===== src/rtl/simon_stream_adapter_if.sv =====
// Byte-stream, core-strobe and result-stream signals of the simon stream adapter.
// master = the adapter itself, slave = the environment around it.
interface simon_stream_adapter_if;
    logic [7:0] i_byte;
    logic       i_valid;
    logic       o_ready;
    logic       o_shift;
    logic [3:0] o_data;
    logic [3:0] i_core_data;
    logic [7:0] o_res_byte;
    logic       o_res_valid;
    logic       i_res_ready;
    logic       o_busy;

    modport master (
        input  i_byte, i_valid, i_core_data, i_res_ready,
        output o_ready, o_shift, o_data, o_res_byte, o_res_valid, o_busy
    );

    modport slave (
        output i_byte, i_valid, i_core_data, i_res_ready,
        input  o_ready, o_shift, o_data, o_res_byte, o_res_valid, o_busy
    );
endinterface


===== src/rtl/simon_stream_adapter.sv =====
// Feeds key/plaintext bytes into the nibble-serial simon core, waits out its rounds,
// then shifts the ciphertext back out as a byte stream.
module simon_stream_adapter #(
    parameter int LOAD_BYTES = 12,
    parameter int RUN_CYCLES = 32,
    parameter int OUT_BYTES  = 4
) (
    input  logic                          i_clk,
    input  logic                          i_rst_n,
    simon_stream_adapter_if.master        bus
);
    localparam int BW = $clog2(LOAD_BYTES + 1);
    localparam int RW = $clog2(RUN_CYCLES + 1);
    localparam int OW = $clog2(OUT_BYTES + 1);
    localparam int NW = $clog2(2 + 1);

    typedef enum logic [1:0] {IDLE, LOAD, RUN, UNLOAD} state_e;

    state_e         state_q, state_d;
    logic [BW-1:0]  byte_cnt_q, byte_cnt_d;
    logic [RW-1:0]  run_cnt_q, run_cnt_d;
    logic [OW-1:0]  out_cnt_q, out_cnt_d;
    logic [NW-1:0]  nib_cnt_q, nib_cnt_d;
    logic [3:0]     nib_q, nib_d;
    logic           shift_q, shift_d;
    logic [3:0]     data_q, data_d;
    logic [7:0]     res_byte_q, res_byte_d;
    logic           res_valid_q, res_valid_d;
    logic           busy_q, busy_d;
    logic           live_q;
    logic           ready;
    logic           accept;

    // LOAD: nib_cnt counts nibbles of the current byte already placed on o_data.
    // UNLOAD: nib_cnt counts nibbles captured for the current result byte.
    assign ready = live_q
                 && (state_q == IDLE || state_q == LOAD)
                 && (nib_cnt_q != NW'(1))
                 && (byte_cnt_q < BW'(LOAD_BYTES));
    assign accept = ready && bus.i_valid;

    always_comb begin
        // NOTE: every variable gets a default first so no path can infer a latch.
        state_d     = state_q;
        byte_cnt_d  = byte_cnt_q;
        run_cnt_d   = run_cnt_q;
        out_cnt_d   = out_cnt_q;
        nib_cnt_d   = nib_cnt_q;
        nib_d       = nib_q;
        res_byte_d  = res_byte_q;
        res_valid_d = res_valid_q;
        shift_d     = 1'b0;
        data_d      = 4'h0;

        unique case (state_q)
            IDLE, LOAD: begin
                if (accept) begin
                    state_d    = LOAD;
                    shift_d    = 1'b1;
                    data_d     = bus.i_byte[7:4];
                    nib_d      = bus.i_byte[3:0];
                    nib_cnt_d  = NW'(1);
                    byte_cnt_d = byte_cnt_q + 1'b1;
                end else if (nib_cnt_q == NW'(1)) begin
                    shift_d   = 1'b1;
                    data_d    = nib_q;
                    nib_cnt_d = NW'(2);
                end else if (nib_cnt_q == NW'(2) && byte_cnt_q == BW'(LOAD_BYTES)) begin
                    state_d    = RUN;
                    nib_cnt_d  = '0;
                    byte_cnt_d = '0;
                end else begin
                    nib_cnt_d = '0;
                end
            end
            RUN: begin
                if (run_cnt_q == RW'(RUN_CYCLES - 1)) begin
                    state_d   = UNLOAD;
                    run_cnt_d = '0;
                    shift_d   = 1'b1;
                end else begin
                    run_cnt_d = run_cnt_q + 1'b1;
                end
            end
            UNLOAD: begin
                if (res_valid_q) begin
                    // Stalled result: shift stays low and the byte is left untouched.
                    if (bus.i_res_ready) begin
                        res_valid_d = 1'b0;
                        if (out_cnt_q == OW'(OUT_BYTES - 1)) begin
                            state_d   = IDLE;
                            out_cnt_d = '0;
                        end else begin
                            out_cnt_d = out_cnt_q + 1'b1;
                            shift_d   = 1'b1;
                        end
                    end
                end else if (shift_q) begin
                    if (nib_cnt_q == '0) begin
                        nib_d     = bus.i_core_data;
                        nib_cnt_d = NW'(1);
                        shift_d   = 1'b1;
                    end else begin
                        res_byte_d  = {nib_q, bus.i_core_data};
                        res_valid_d = 1'b1;
                        nib_cnt_d   = '0;
                    end
                end
            end
            default: state_d = IDLE;
        endcase

        busy_d = (state_d != IDLE);
    end

    always_ff @(posedge i_clk or negedge i_rst_n) begin
        if (!i_rst_n) begin
            state_q     <= IDLE;
            byte_cnt_q  <= '0;
            run_cnt_q   <= '0;
            out_cnt_q   <= '0;
            nib_cnt_q   <= '0;
            nib_q       <= '0;
            shift_q     <= 1'b0;
            data_q      <= '0;
            res_byte_q  <= '0;
            res_valid_q <= 1'b0;
            busy_q      <= 1'b0;
            live_q      <= 1'b0;
        end else begin
            // NOTE: non-blocking updates so every flop samples pre-edge values.
            state_q     <= state_d;
            byte_cnt_q  <= byte_cnt_d;
            run_cnt_q   <= run_cnt_d;
            out_cnt_q   <= out_cnt_d;
            nib_cnt_q   <= nib_cnt_d;
            nib_q       <= nib_d;
            shift_q     <= shift_d;
            data_q      <= data_d;
            res_byte_q  <= res_byte_d;
            res_valid_q <= res_valid_d;
            busy_q      <= busy_d;
            live_q      <= 1'b1;
        end
    end

    assign bus.o_ready     = ready;
    assign bus.o_shift     = shift_q;
    assign bus.o_data      = data_q;
    assign bus.o_res_byte  = res_byte_q;
    assign bus.o_res_valid = res_valid_q;
    assign bus.o_busy      = busy_q;
endmodule


===== src/flat_wrapper.sv =====
// flat-port wrapper written by rule: the top's interface ports become plain ports
module simon_stream_adapter_flat 
#(
    parameter int LOAD_BYTES = 12,
    parameter int RUN_CYCLES = 32,
    parameter int OUT_BYTES  = 4
)
  (i_clk, i_rst_n, bus_i_byte, bus_i_valid, bus_i_core_data, bus_i_res_ready, bus_o_ready, bus_o_shift, bus_o_data, bus_o_res_byte, bus_o_res_valid, bus_o_busy);
  simon_stream_adapter_if bus_i ();
  input  logic i_clk;
  input  logic i_rst_n;
  input wire logic [$bits(bus_i.i_byte)-1:0] bus_i_byte;
  input wire logic [$bits(bus_i.i_valid)-1:0] bus_i_valid;
  input wire logic [$bits(bus_i.i_core_data)-1:0] bus_i_core_data;
  input wire logic [$bits(bus_i.i_res_ready)-1:0] bus_i_res_ready;
  output wire logic [$bits(bus_i.o_ready)-1:0] bus_o_ready;
  output wire logic [$bits(bus_i.o_shift)-1:0] bus_o_shift;
  output wire logic [$bits(bus_i.o_data)-1:0] bus_o_data;
  output wire logic [$bits(bus_i.o_res_byte)-1:0] bus_o_res_byte;
  output wire logic [$bits(bus_i.o_res_valid)-1:0] bus_o_res_valid;
  output wire logic [$bits(bus_i.o_busy)-1:0] bus_o_busy;
  assign bus_i.i_byte = bus_i_byte;
  assign bus_i.i_valid = bus_i_valid;
  assign bus_i.i_core_data = bus_i_core_data;
  assign bus_i.i_res_ready = bus_i_res_ready;
  assign bus_o_ready = bus_i.o_ready;
  assign bus_o_shift = bus_i.o_shift;
  assign bus_o_data = bus_i.o_data;
  assign bus_o_res_byte = bus_i.o_res_byte;
  assign bus_o_res_valid = bus_i.o_res_valid;
  assign bus_o_busy = bus_i.o_busy;
  simon_stream_adapter #(.LOAD_BYTES(LOAD_BYTES), .RUN_CYCLES(RUN_CYCLES), .OUT_BYTES(OUT_BYTES)) u_core (.i_clk(i_clk), .i_rst_n(i_rst_n), .bus(bus_i));
endmodule

===== config.mk =====
export PLATFORM = sky130hd
export DESIGN_NAME = simon_stream_adapter_flat
export DESIGN_NICKNAME = d
export VERILOG_FILES = /design/src/rtl/simon_stream_adapter_if.sv /design/src/rtl/simon_stream_adapter.sv /design/src/flat_wrapper.sv
export SDC_FILE = /design/constraint.sdc
export NUM_CORES = 1
export LEC_CHECK = 0
export BUFFER_PORTS_ARGS = -buffer_cell sky130_fd_sc_hd__buf_2
export CORE_MARGIN = 8
export CORE_UTILIZATION = 58
export DETAILED_ROUTE_END_ITERATION = 16
export GPL_TIMING_DRIVEN = 0
export PLACE_DENSITY = 0.84
export SYNTH_ARGS = -nofsm -noshare
export SYNTH_HDL_FRONTEND = slang
export SYNTH_SLANG_ARGS = --single-unit

===== constraint.sdc =====
create_clock -name i_clk -period 3.7 [get_ports i_clk]
set_input_delay 0.74 -clock i_clk [delete_from_list [all_inputs] [get_ports i_clk]]
set_output_delay 0.74 -clock i_clk [all_outputs]
set_load 0.02 [all_outputs]

### Yosys cells after proc, flatten, opt, wreduce, memory -nomap -nowiden

Cells that the tools add are included.

* reduce and logical (&&, ||, !) cells: 17
* equal/unequal tests: 14
* muxes and demuxes: 40
* bitwise operators: 2
* order comparisons: 1
* $add $sub $neg: 3

Operators with widths (count)
* $mux 4: 10
* $mux 2: 11
* $mux 1: 13
* $ne 2x1->1 const B: 5
* $reduce_and 3->1: 3
* $pmux 4 s2: 1
* $add 6x1->6 const B: 1
* $eq 2x2->1 const B: 3
* $eq 6x5->1 const B: 1
* $mux 6: 1
* $pmux 2 s3: 1
* $reduce_bool 2->1: 3
* $logic_and 1x1->1: 5
* $reduce_and 5->1: 1
* $add 4x1->4 const B: 1
* $eq 2x1->1 const B: 2
* $eq 4x4->1 const B: 1
* $logic_not 2->1: 2
* $lt 4x4->1 const B: 1
* $pmux 2 s2: 1
* $reduce_and 4->1: 1
* $add 3x1->3 const B: 1
* $eq 3x2->1 const B: 1
* $mux 3: 1
* 5 further kinds: 6

* bits in registers: 37
* word-level logic and storage cells: 89

### Longest topological paths before layout

Gate-level depths: netlist of run 1.

* word-level depth: 9
* gate-level depth with buffers: 6

### Worst setup path before layout of run 1

Ideal clock, no wire load.

* path type: flip-flop to output port
* start point: reg u_core.state_q[1]
* end point: out bus_o_ready
* buffers on the path: 0
* stages on the path, launching flop included: 3
* slack: 2.068 ns
* arrival: 0.892 ns
* path through: dfrtp_1 -> nor2b_1 -> and3_4

* cells in the longest elaborated chain, start to end: 5
* elaborated cells on any way between the ends: 6
* those cells by class: 1 x eq/ne; 5 x reduce/logical

RTL lines
* start, declared: line simon_stream_adapter.sv:19 `state_e state_q, state_d;`
* start signal, assigned: line simon_stream_adapter.sv:132 `state_q <= state_d;`
* $eq 2x1->1 / $logic_not 2->1 (equally long branches): line simon_stream_adapter.sv:37 `&& (state_q == IDLE || state_q == LOAD)`
* $logic_or 1x1->1 (*): line simon_stream_adapter.sv:37
* $logic_and 1x1->1 (*): line simon_stream_adapter.sv:37
* $logic_and 1x1->1 (*): line simon_stream_adapter.sv:38 `&& (nib_cnt_q != NW'(1))`
* $logic_and 1x1->1 (*): line simon_stream_adapter.sv:39 `&& (byte_cnt_q < BW'(LOAD_BYTES));`
* end, declared: line flat_wrapper.sv:16 `output wire logic [$bits(bus_i.o_ready)-1:0] bus_o_ready;`

Every way passes the cells marked *; elsewhere a longest branch is shown, timed or not.

### Worst setup path in the final report of run 1

Same ends and word-level chain as after synthesis.

==> results of run 1 <==
## registers in the layout, summed over array words and instances, names as in the netlist
signal and flops:
u_core.bus.o_res_byte 8, u_core.run_cnt_q 6, u_core.bus.o_data 4, u_core.byte_cnt_q 4, u_core.nib_q 4, u_core.out_cnt_q 3
u_core.nib_cnt_q 2, u_core.state_q 2, u_core.bus.o_busy 1, u_core.bus.o_res_valid 1, u_core.bus.o_shift 1, u_core.live_q 1
## metrics by stage
stage | utilization | total power [mW] | instances
global route | 0.6784 | 1.394 | 215
global placement | 0.6547 | 1.065 | 207
CTS | 0.6784 | 1.325 | 215
detailed placement | 0.6547 | 1.089 | 207
finish | 0.6784 | 1.309 | 215
floorplan | - | 0.9364 | 143
## power by group through the flow
| stage | Clock, mW | Combinational [mW] | Sequential, mW |
|---|---|---|---|
| 3_3_place_gp | 0 | 0.451 | 0.614 |
| 6_report | 0.236 | 0.460 | 0.613 |
| 4_1_cts | 0.243 | 0.467 | 0.614 |
| 3_5_place_dp | 0 | 0.466 | 0.623 |
| 2_1_floorplan | 0 | 0.263 | 0.674 |
| 5_1_grt | 0.263 | 0.502 | 0.629 |
## cells by family (layout without fill, tap and decap cells)
family,Yosys count,in the layout,synth area share
simple gates,48,48,0.1635
compound gates,26,26,0.1218
flops,37,37,0.5331
fa+ha+maj,4,4,0.02882
buf+inv,6,45,0.01801
mux,19,19,0.1225
other cells,1,1,0.002159
xor+xnor,2,2,0.01009
## synthesized netlist by cell type (2+ instances only)
library cell  number  area [um^2]
ha_1               4        50.05
a21boi_0           2        15.01
inv_1              2        7.510
nand2b_1           3        18.77
dfrtp_1           37        925.9
nor2_1             6        22.52
nand4_1            5        31.28
a21o_1             4        30.03
clkbuf_1           2        7.510
xnor2_1            2        17.52
a22o_2             5        50.05
mux2_2            18        202.7
nand2_1           15        56.30
nor2b_1            3        18.77
nand3_1            4        20.02
o21ai_0            7        35.03
## worst paths after layout
path / from / end / slack (ns) / cells past startpoint
worst max-delay path: u_core.state_q[1] / bus_o_ready / 1.51 / 3
min in group i_clk: u_core.out_cnt_q[1] / u_core.out_cnt_q[1] / 0.49 / 2
worst max register to register: u_core.bus.o_res_valid / u_core.bus.o_res_byte[1] / 2.01 / 4
max in group asynchronous: i_rst_n / u_core.bus.o_res_valid / 2.75 / 1
worst min register to register: u_core.out_cnt_q[1] / u_core.out_cnt_q[1] / 0.49 / 2
worst min-delay path: i_rst_n / u_core.bus.o_busy / 0.45 / 1
## worst register-to-register path: stages, from the launching register on
cell and delay, ns:
dfrtp_1 0.44, nor2b_2 0.14, nand3_1 0.18, nor2_2 0.43, mux2_2 0.39
## metal layers
metal / up-vias / GRT usage / wire [um]
li1: 596 / - / -
met1: 577 / 0.1610 / 1425
met2: 29 / 0.2379 / 1680
met3: 7 / 0.05650 / 183
met4: 0 / 0.06236 / 58
met5: - / 0 / 0
## layout make-up
type / instances / area [um^2]
timing repair buffer: 31 / 155.1
tap: 33 / 41.29
clock buffer: 7 / 65.06
buffer: 4 / 23.77
fill: 222 / 949.7
multi-input combinational: 100 / 779.5
sequential: 37 / 925.9
clock inverter: 1 / 5.005
inverter: 2 / 7.507
==> results.json, run 1 <==
{
  "finalCritPeriodShare": 0.5914,
  "worstPathBufferInverterCount": 1,
  "clk_path_buf_depth": 2,
  "cts.sinks": 37,
  "synth_async_sr_flop_share": 1.000,
  "p_int_uw": 840.6,
  "power_frac_comb": 0.351,
  "tns_ns": 0,
  "drc": 0,
  "path_class": "register to primary output",
  "skew_ns": 0.01303,
  "synth_ff_type": "dfrtp_1",
  "ys_warn_count": 0,
  "tightest_slew_ns": 0.7712,
  "hold_class": "primary input to async pin",
  "drt_iter0_markers": 61,
  "final_cell_mix": "37 x dfrtp_1, 32 x buf_2, 18 x mux2_2",
  "drt_first_pass_iters": 4,
  "pin_count": 32,
  "cts_resized": 0,
  "worst_path_max_delay_cell": "dfrtp_1",
  "rsz0062_at_grt": "false",
  "wire_per_inst_um": 15.57,
  "cp_data_arrival_time_ns": 1.45,
  "ctsHoldBuffers": 0,
  "ys_types": 40,
  "worstSetupStartpointType": "register",
  "vias": 1209,
  "finalSetupViolations": 0,
  "grt_first_pass_wirelength_mm": 5.589,
  "postCtsSetupRepairBufs": 0,
  "p_per_area_nw_per_um2": 653.4,
  "antenna_found_initial": 0,
  "vdd.ir_drop.worst_uv": 408.4,
  "timing.final.hold_violations": 0,
  "cts.htree.levels": 2,
  "layout.nets": 201,
  "cts.clk_slew.worst_paths_ns": 0.11,
  "grt_use_total": 0.1441,
  "grt_start_max_net_pins": 38,
  "postPlaceCellArea_um2": 1933,
  "final_common_cell": "dfrtp_1",
  "pre_cts_slack_ns": 1.898,
  "fin_crit_ns": 2.188,
  "switching_share": 0.3578,
  "synthesis.nets": 163,
  "max-slew-margin-rel": 0.4858,
  "power.share.sequential": 0.468,
  "drive_above_1_share": 0.4066,
  "syn_to_final_growth_pct": 15.35,
  "critPathCaptureType": "primary output",
  "cts_tree": "yes",
  "crit_family": "simple AND/OR/NAND/NOR gates",
  "dieArea_um2": 5001,
  "synth_edf_count": 0,
  "antenna_left": 0,
  "worstPathRequired_ns": 2.96,
  "gp_congestion": 0.8205,
  "io_buffers": 31,
  "rows": 20,
  "synth_cells": 143,
  "cts_buffers": 5,
  "final_area_um2": 2003,
  "leakage_nw": 0.9522,
  "syn_area_per_cell_um2": 12.14,
  "routed_wirelength_mm": 3.348,
  "fp.coreArea_um2": 2953,
  "drv_cap": 0,
  "start_util": 0.5881,
  "setup_ws_ns": 1.512,
  "outcome": "finished clean",
  "grt_overflow": 0,
  "p_clk_frac": 0.180,
  "ys_seq_elements": 37,
  "cts.root.buffer_cell": "clkbuf_4",
  "fmax_mhz": 457.0,
  "antenna_cells": 0,
  "critPathMaxFanout": 7,
  "slowest_delay_ns": 0.47,
  "vias_per_cell": 5.623,
  "hpwl_mm": 2.601,
  "seq_area_frac_synth": 0.5331,
  "cp_cell_sequence": "nor2b_1 -> and3_4 -> buf_2",
  "power.switching_uw": 468.3,
  "die_w_um": 70.72,
  "synth_area_um2": 1737,
  "worst_hold_slack_ns": 0.4548,
  "slew_violations": 0,
  "first_global_vias": 1211,
  "clock_latency_ns": 0.34,
  "fp.dieH_um": 70.72
}
Note: power is estimated with default switching activity, not from simulation.
==> run 2: changes to the inputs <==
--- a/config.mk
+++ b/config.mk
@@ -7,10 +7,10 @@
 export LEC_CHECK = 0
 export BUFFER_PORTS_ARGS = -buffer_cell sky130_fd_sc_hd__buf_2
 export CORE_MARGIN = 8
-export CORE_UTILIZATION = 58
+export CORE_UTILIZATION = 49
 export DETAILED_ROUTE_END_ITERATION = 16
 export GPL_TIMING_DRIVEN = 0
-export PLACE_DENSITY = 0.84
+export PLACE_DENSITY = 0.75
 export SYNTH_ARGS = -nofsm -noshare
 export SYNTH_HDL_FRONTEND = slang
 export SYNTH_SLANG_ARGS = --single-unit
==> constraint.sdc (replaced) <==
create_clock -name i_clk -period 1.8 [get_ports i_clk]
set_input_delay 0.36 -clock i_clk [delete_from_list [all_inputs] [get_ports i_clk]]
set_output_delay 0.36 -clock i_clk [all_outputs]
set_load 0.02 [all_outputs]
==> run 2 against run 1 <==
Compared with the run above: clock power grew 85%; wire length grew 0.48%; power grew 100%; non-clock buffer count is the same; first-iteration DRC count grew 25%; critical endpoint unchanged; highest routed layer unchanged.
==> results.json, run 2 (same netlist as run 1, synthesis figures left out) <==
{
  "final_area_um2": 2021,
  "critPathCaptureType": "primary output",
  "antenna_left": 0,
  "die_w_um": 75.54,
  "cp_data_arrival_time_ns": 1.34,
  "worst_path_max_delay_cell": "dfrtp_1",
  "leakage_nw": 0.9451,
  "cts.sinks": 37,
  "largest_register_ffs": 8,
  "vdd.ir_drop.worst_uv": 801.8,
  "antenna_cells": 0,
  "postPlaceCellArea_um2": 1949,
  "cts.htree.levels": 2,
  "drv_cap": 0,
  "tns_ns": 0,
  "drive_above_1_share": 0.4144,
  "syn_to_final_growth_pct": 16.35,
  "layout.nets": 201,
  "grt_overflow": 0,
  "drt_first_pass_iters": 4,
  "vias": 1220,
  "antenna_found_initial": 0,
  "cp_num_cells": 3,
  "gp_congestion": 0.8001,
  "setup_ws_ns": 0.09762,
  "cts_buffers": 5,
  "slowest_delay_ns": 0.48,
  "io_buffers": 31,
  "p_per_area_nw_per_um2": 1317,
  "cts.clk_slew.worst_paths_ns": 0.10,
  "first_global_vias": 1265,
  "path_class": "register to primary output",
  "worstPathRequired_ns": 1.44,
  "num-fill-cells": 300,
  "wire_per_inst_um": 14.82,
  "outcome": "finished clean",
  "routed_wirelength_mm": 3.364,
  "crit_family": "flip-flops",
  "worstPathBufferInverterCount": 1,
  "critPathMaxFanout": 7,
  "skew_ns": 0.005541,
  "drc": 0,
  "finalSetupViolations": 0,
  "clock_latency_ns": 0.33,
  "cts_tree": "yes",
  "cts.root.buffer_cell": "clkbuf_4",
  "ctsHoldBuffers": 0,
  "slew_violations": 0,
  "cp_cell_sequence": "nor2b_4 -> and3_4 -> buf_2",
  "tightest_slew_ns": 0.7851,
  "grt_first_pass_wirelength_mm": 5.713,
  "timing.final.hold_violations": 0,
  "final_common_cell": "dfrtp_1",
  "drt_iter0_markers": 76,
  "finalCritPeriodShare": 0.9458,
  "grt_use_total": 0.1304,
  "pre_cts_slack_ns": 0.09280,
  "worstSetupStartpointType": "register",
  "start_util": 0.5164,
  "fp.coreArea_um2": 3363,
  "dieArea_um2": 5706,
  "fp.dieH_um": 75.54,
  "r2r_cells": 4,
  "hpwl_mm": 2.538,
  "max-slew-margin-rel": 0.4766,
  "worst_hold_slack_ns": 0.09462,
  "hold_class": "primary input to async pin",
  "pin_count": 32,
  "rows": 21,
  "fin_crit_ns": 1.702,
  "rsz0062_at_grt": "false",
  "vias_per_cell": 5.374,
  "grt_start_max_net_pins": 38,
  "final_cell_mix": "36 x dfrtp_1, 32 x buf_2, 18 x mux2_2",
  "clk_path_buf_depth": 2,
  "fmax_mhz": 587.4
}
run 2: area by class of cell:
type,count,area [um^2],area share
sequential,37,927.1,0.4588
inverter,2,7.507,0.003715
clock buffer,7,55.05,0.02724
tap,46,57.56,0.02848
buffer,4,23.77,0.01176
multi-input combinational,100,794.5,0.3932
timing repair buffer,31,155.1,0.07678
run 2: timing repair:
item                                   4_1_cts  5_1_grt
buffers inserted                             0        0
setup endpoints to repair                    1        9
endpoints found under the hold margin        0        0
resized for setup                            1        4
run 2: through the flow:
step                utilization  power (mW)  instances
floorplan                     -       1.925        143
global placement         0.5796       2.188        220
detailed placement       0.5796       2.234        220
CTS                      0.5967       2.668        227
global route             0.6008       2.820        227
finish                   0.6008       2.661        227
run 2: power by group:
part | switching (mW) | internal, mW | leakage (nW)
Clock | 0.252 | 0.184 | 0.0314
Combinational | 0.523 | 0.440 | 0.460
Sequential | 0.194 | 1.07 | 0.453
run 2: worst paths after layout:
path                       slack [ns]              endpoint                    from
setup / recovery                  0.1           bus_o_ready       u_core.state_q[1]
hold / removal                   0.09   u_core.run_cnt_q[2]                 i_rst_n
setup reg to reg                 0.16       u_core.nib_q[1]  u_core.bus.o_res_valid
hold reg to reg                  0.50   u_core.out_cnt_q[1]     u_core.out_cnt_q[1]
max in group asynchronous        1.16   u_core.nib_cnt_q[1]                 i_rst_n
min in group i_clk               0.25  u_core.bus.o_data[1]           bus_i_byte[5]
run 2: per-layer routing:
layer / global-route usage / share of wire
met2: 0.2090 / 0.48
met4: 0.04478 / 0.012
met5: 0 / 0
met3: 0.04342 / 0.050
met1: 0.1601 / 0.45
==> run 3: changes to the inputs <==
--- a/config.mk
+++ b/config.mk
@@ -7,10 +7,10 @@
 export LEC_CHECK = 0
 export BUFFER_PORTS_ARGS = -buffer_cell sky130_fd_sc_hd__buf_2
 export CORE_MARGIN = 8
-export CORE_UTILIZATION = 49
+export CORE_UTILIZATION = 27
 export DETAILED_ROUTE_END_ITERATION = 16
 export GPL_TIMING_DRIVEN = 0
-export PLACE_DENSITY = 0.75
+export PLACE_DENSITY = 0.47
 export SYNTH_ARGS = -nofsm -noshare
 export SYNTH_HDL_FRONTEND = slang
 export SYNTH_SLANG_ARGS = --single-unit
==> run 3 against run 2 <==
Compared with the run above: clock skew shrank 0.0024 ns; sequential power is essentially flat; clock-buffer cell count shrank 2; worst hold slack gained 0.071 ns; largest power group unchanged; design area grew 5.4%; power grew 15%; highest routed layer unchanged.
==> results.json, run 3 (same netlist as run 1, synthesis figures left out) <==
{
  "pin_count": 32,
  "vdd.ir_drop.worst_uv": 630.0,
  "antenna_found_initial": 0,
  "layout.nets": 201,
  "drt_first_pass_iters": 4,
  "cts.htree.levels": 2,
  "fmax_mhz": 581.6,
  "dieArea_um2": 9254,
  "routed_wirelength_mm": 3.689,
  "postCtsSetupRepairBufs": 0,
  "worst_path_max_delay_cell": "dfrtp_1",
  "cts.root.buffer_cell": "clkbuf_8",
  "power_frac_comb": 0.311,
  "r2r_slack_ns": 0.15,
  "cts_tree": "yes",
  "slowest_delay_ns": 0.51,
  "ctsHoldBuffers": 0,
  "rows": 29,
  "cts.sinks": 37,
  "finalPower_mw": 3.069,
  "max-slew-margin-rel": 0.4456,
  "power.share.sequential": 0.410,
  "rsz0062_at_grt": "false",
  "r2r_cells": 4,
  "critPathMaxFanout": 7,
  "drv_cap": 0,
  "fin_crit_ns": 1.719,
  "clk_path_buf_depth": 2,
  "fin_util": 0.3392,
  "vias": 1200,
  "largest_register_ffs": 8,
  "hold_class": "primary input to async pin",
  "cp_data_arrival_time_ns": 1.36,
  "power.switching_mw": 1.014,
  "r2r_end": "u_core.nib_q[1]",
  "cts.clk_slew.worst_paths_ns": 0.08,
  "tightest_slew_ns": 0.8316,
  "p_int_mw": 2.055,
  "cts_buffers": 5,
  "outcome": "finished clean",
  "antenna_cells": 0,
  "finalCritPeriodShare": 0.9552,
  "skew_ns": 0.003168,
  "critPathCaptureType": "primary output",
  "drt_iter0_markers": 54,
  "grt_first_pass_wirelength_mm": 6.320,
  "fp.coreArea_um2": 6277,
  "grt_use_total": 0.08849,
  "hpwl_mm": 2.708,
  "leakage_nw": 0.9803,
  "start_util": 0.2767,
  "grt_start_max_net_pins": 38,
  "fp.dieH_um": 96.20,
  "p_clk_frac": 0.279,
  "path_class": "register to primary output",
  "clock_latency_ns": 0.29,
  "final_cell_mix": "37 x dfrtp_1, 32 x buf_2, 18 x mux2_2",
  "syn_to_final_growth_pct": 22.62,
  "tns_ns": 0,
  "p_per_area_nw_per_um2": 1441,
  "antenna_left": 0,
  "wire_per_inst_um": 14.24,
  "die_w_um": 96.20,
  "finalSetupViolations": 0,
  "worstPathRequired_ns": 1.44,
  "vias_per_cell": 4.633,
  "worstSetupStartpointType": "register",
  "switching_share": 0.3305,
  "final_common_cell": "dfrtp_1",
  "io_buffers": 31,
  "drc": 0,
  "timing.final.hold_violations": 0,
  "grt_overflow": 0,
  "gp_congestion": 0.7127,
  "drive_above_1_share": 0.4121,
  "slew_violations": 0,
  "first_global_vias": 1309,
  "rr_startpoint": "u_core.bus.o_res_valid",
  "cp_cell_sequence": "nand2b_4 -> and3_4 -> buf_2"
}
## run 3: how the worst max path moves through the flow
stage / start / to / slack [ns] / cells after the start
after floorplan: u_core.bus.o_res_valid / u_core.bus.o_res_byte[0] / 0.20 / 4
after global placement: u_core.bus.o_res_valid / u_core.bus.o_res_byte[5] / 0.03 / 4
after CTS: u_core.state_q[1] / bus_o_ready / 0.02 / 3
after global routing: u_core.bus.o_res_valid / u_core.nib_q[1] / 0.005 / 4
after detailed placement: u_core.bus.o_res_valid / u_core.bus.o_res_byte[4] / 0.01 / 4
final: u_core.nib_cnt_q[1] / bus_o_ready / 0.08 / 3
## run 3: power groups by stage
stage	registers, mW	clock network, mW	logic [mW]
after floorplan	1.39	0	0.540
after global placement	1.27	0	0.960
after detailed placement	1.28	0	0.965
after CTS	1.27	0.880	0.977
after global routing	1.31	0.903	1.06
final	1.26	0.857	0.953
## run 3: layer usage
layer  track usage  share of wire  wire length, um  vias up
met2        0.1459           0.49             1819       22
met4       0.03457          0.017               61        0
li1              -              -                -      590
met3       0.02886          0.044              161        7
met1        0.1042           0.45             1648      581
met5             0              0                0        -
## run 3: repair_timing
action,in CTS,in global routing
setup endpoints to repair,8,1
gates cloned,0,0
resized for setup,1,1
## run 3: critical path, delay by kind of cell (launching register included)
kind | cells | cell delay (ns)
buffers and inverters | 1 | 0.16
DFF | 1 | 0.51
and+or+nand+nor | 2 | 0.40
## run 3: cell type report
class                      instances  area (um^2)
fill                             660         4148
sequential                        37        925.9
multi-input combinational        100        787.0
timing repair buffer              31        155.1
tap                               77        96.34
clock buffer                       5        68.82
clock inverter                     3        65.06
buffer                             4        23.77
inverter                           2        7.507
## run 3: through the flow
stage | area [um^2] | hold WS (ns) | std cells | setup WS, ns
detailed placement | 1988 | 0.4891 | 251 | 0.01434
finish | 2130 | 0.1656 | 259 | 0.08069
global route | 2130 | 0.2482 | 259 | 0.004722
global placement | 1988 | 0.4658 | 251 | 0.03131
floorplan | 1737 | 0.06441 | 143 | 0.1955
CTS | 2127 | 0.2151 | 259 | 0.01891
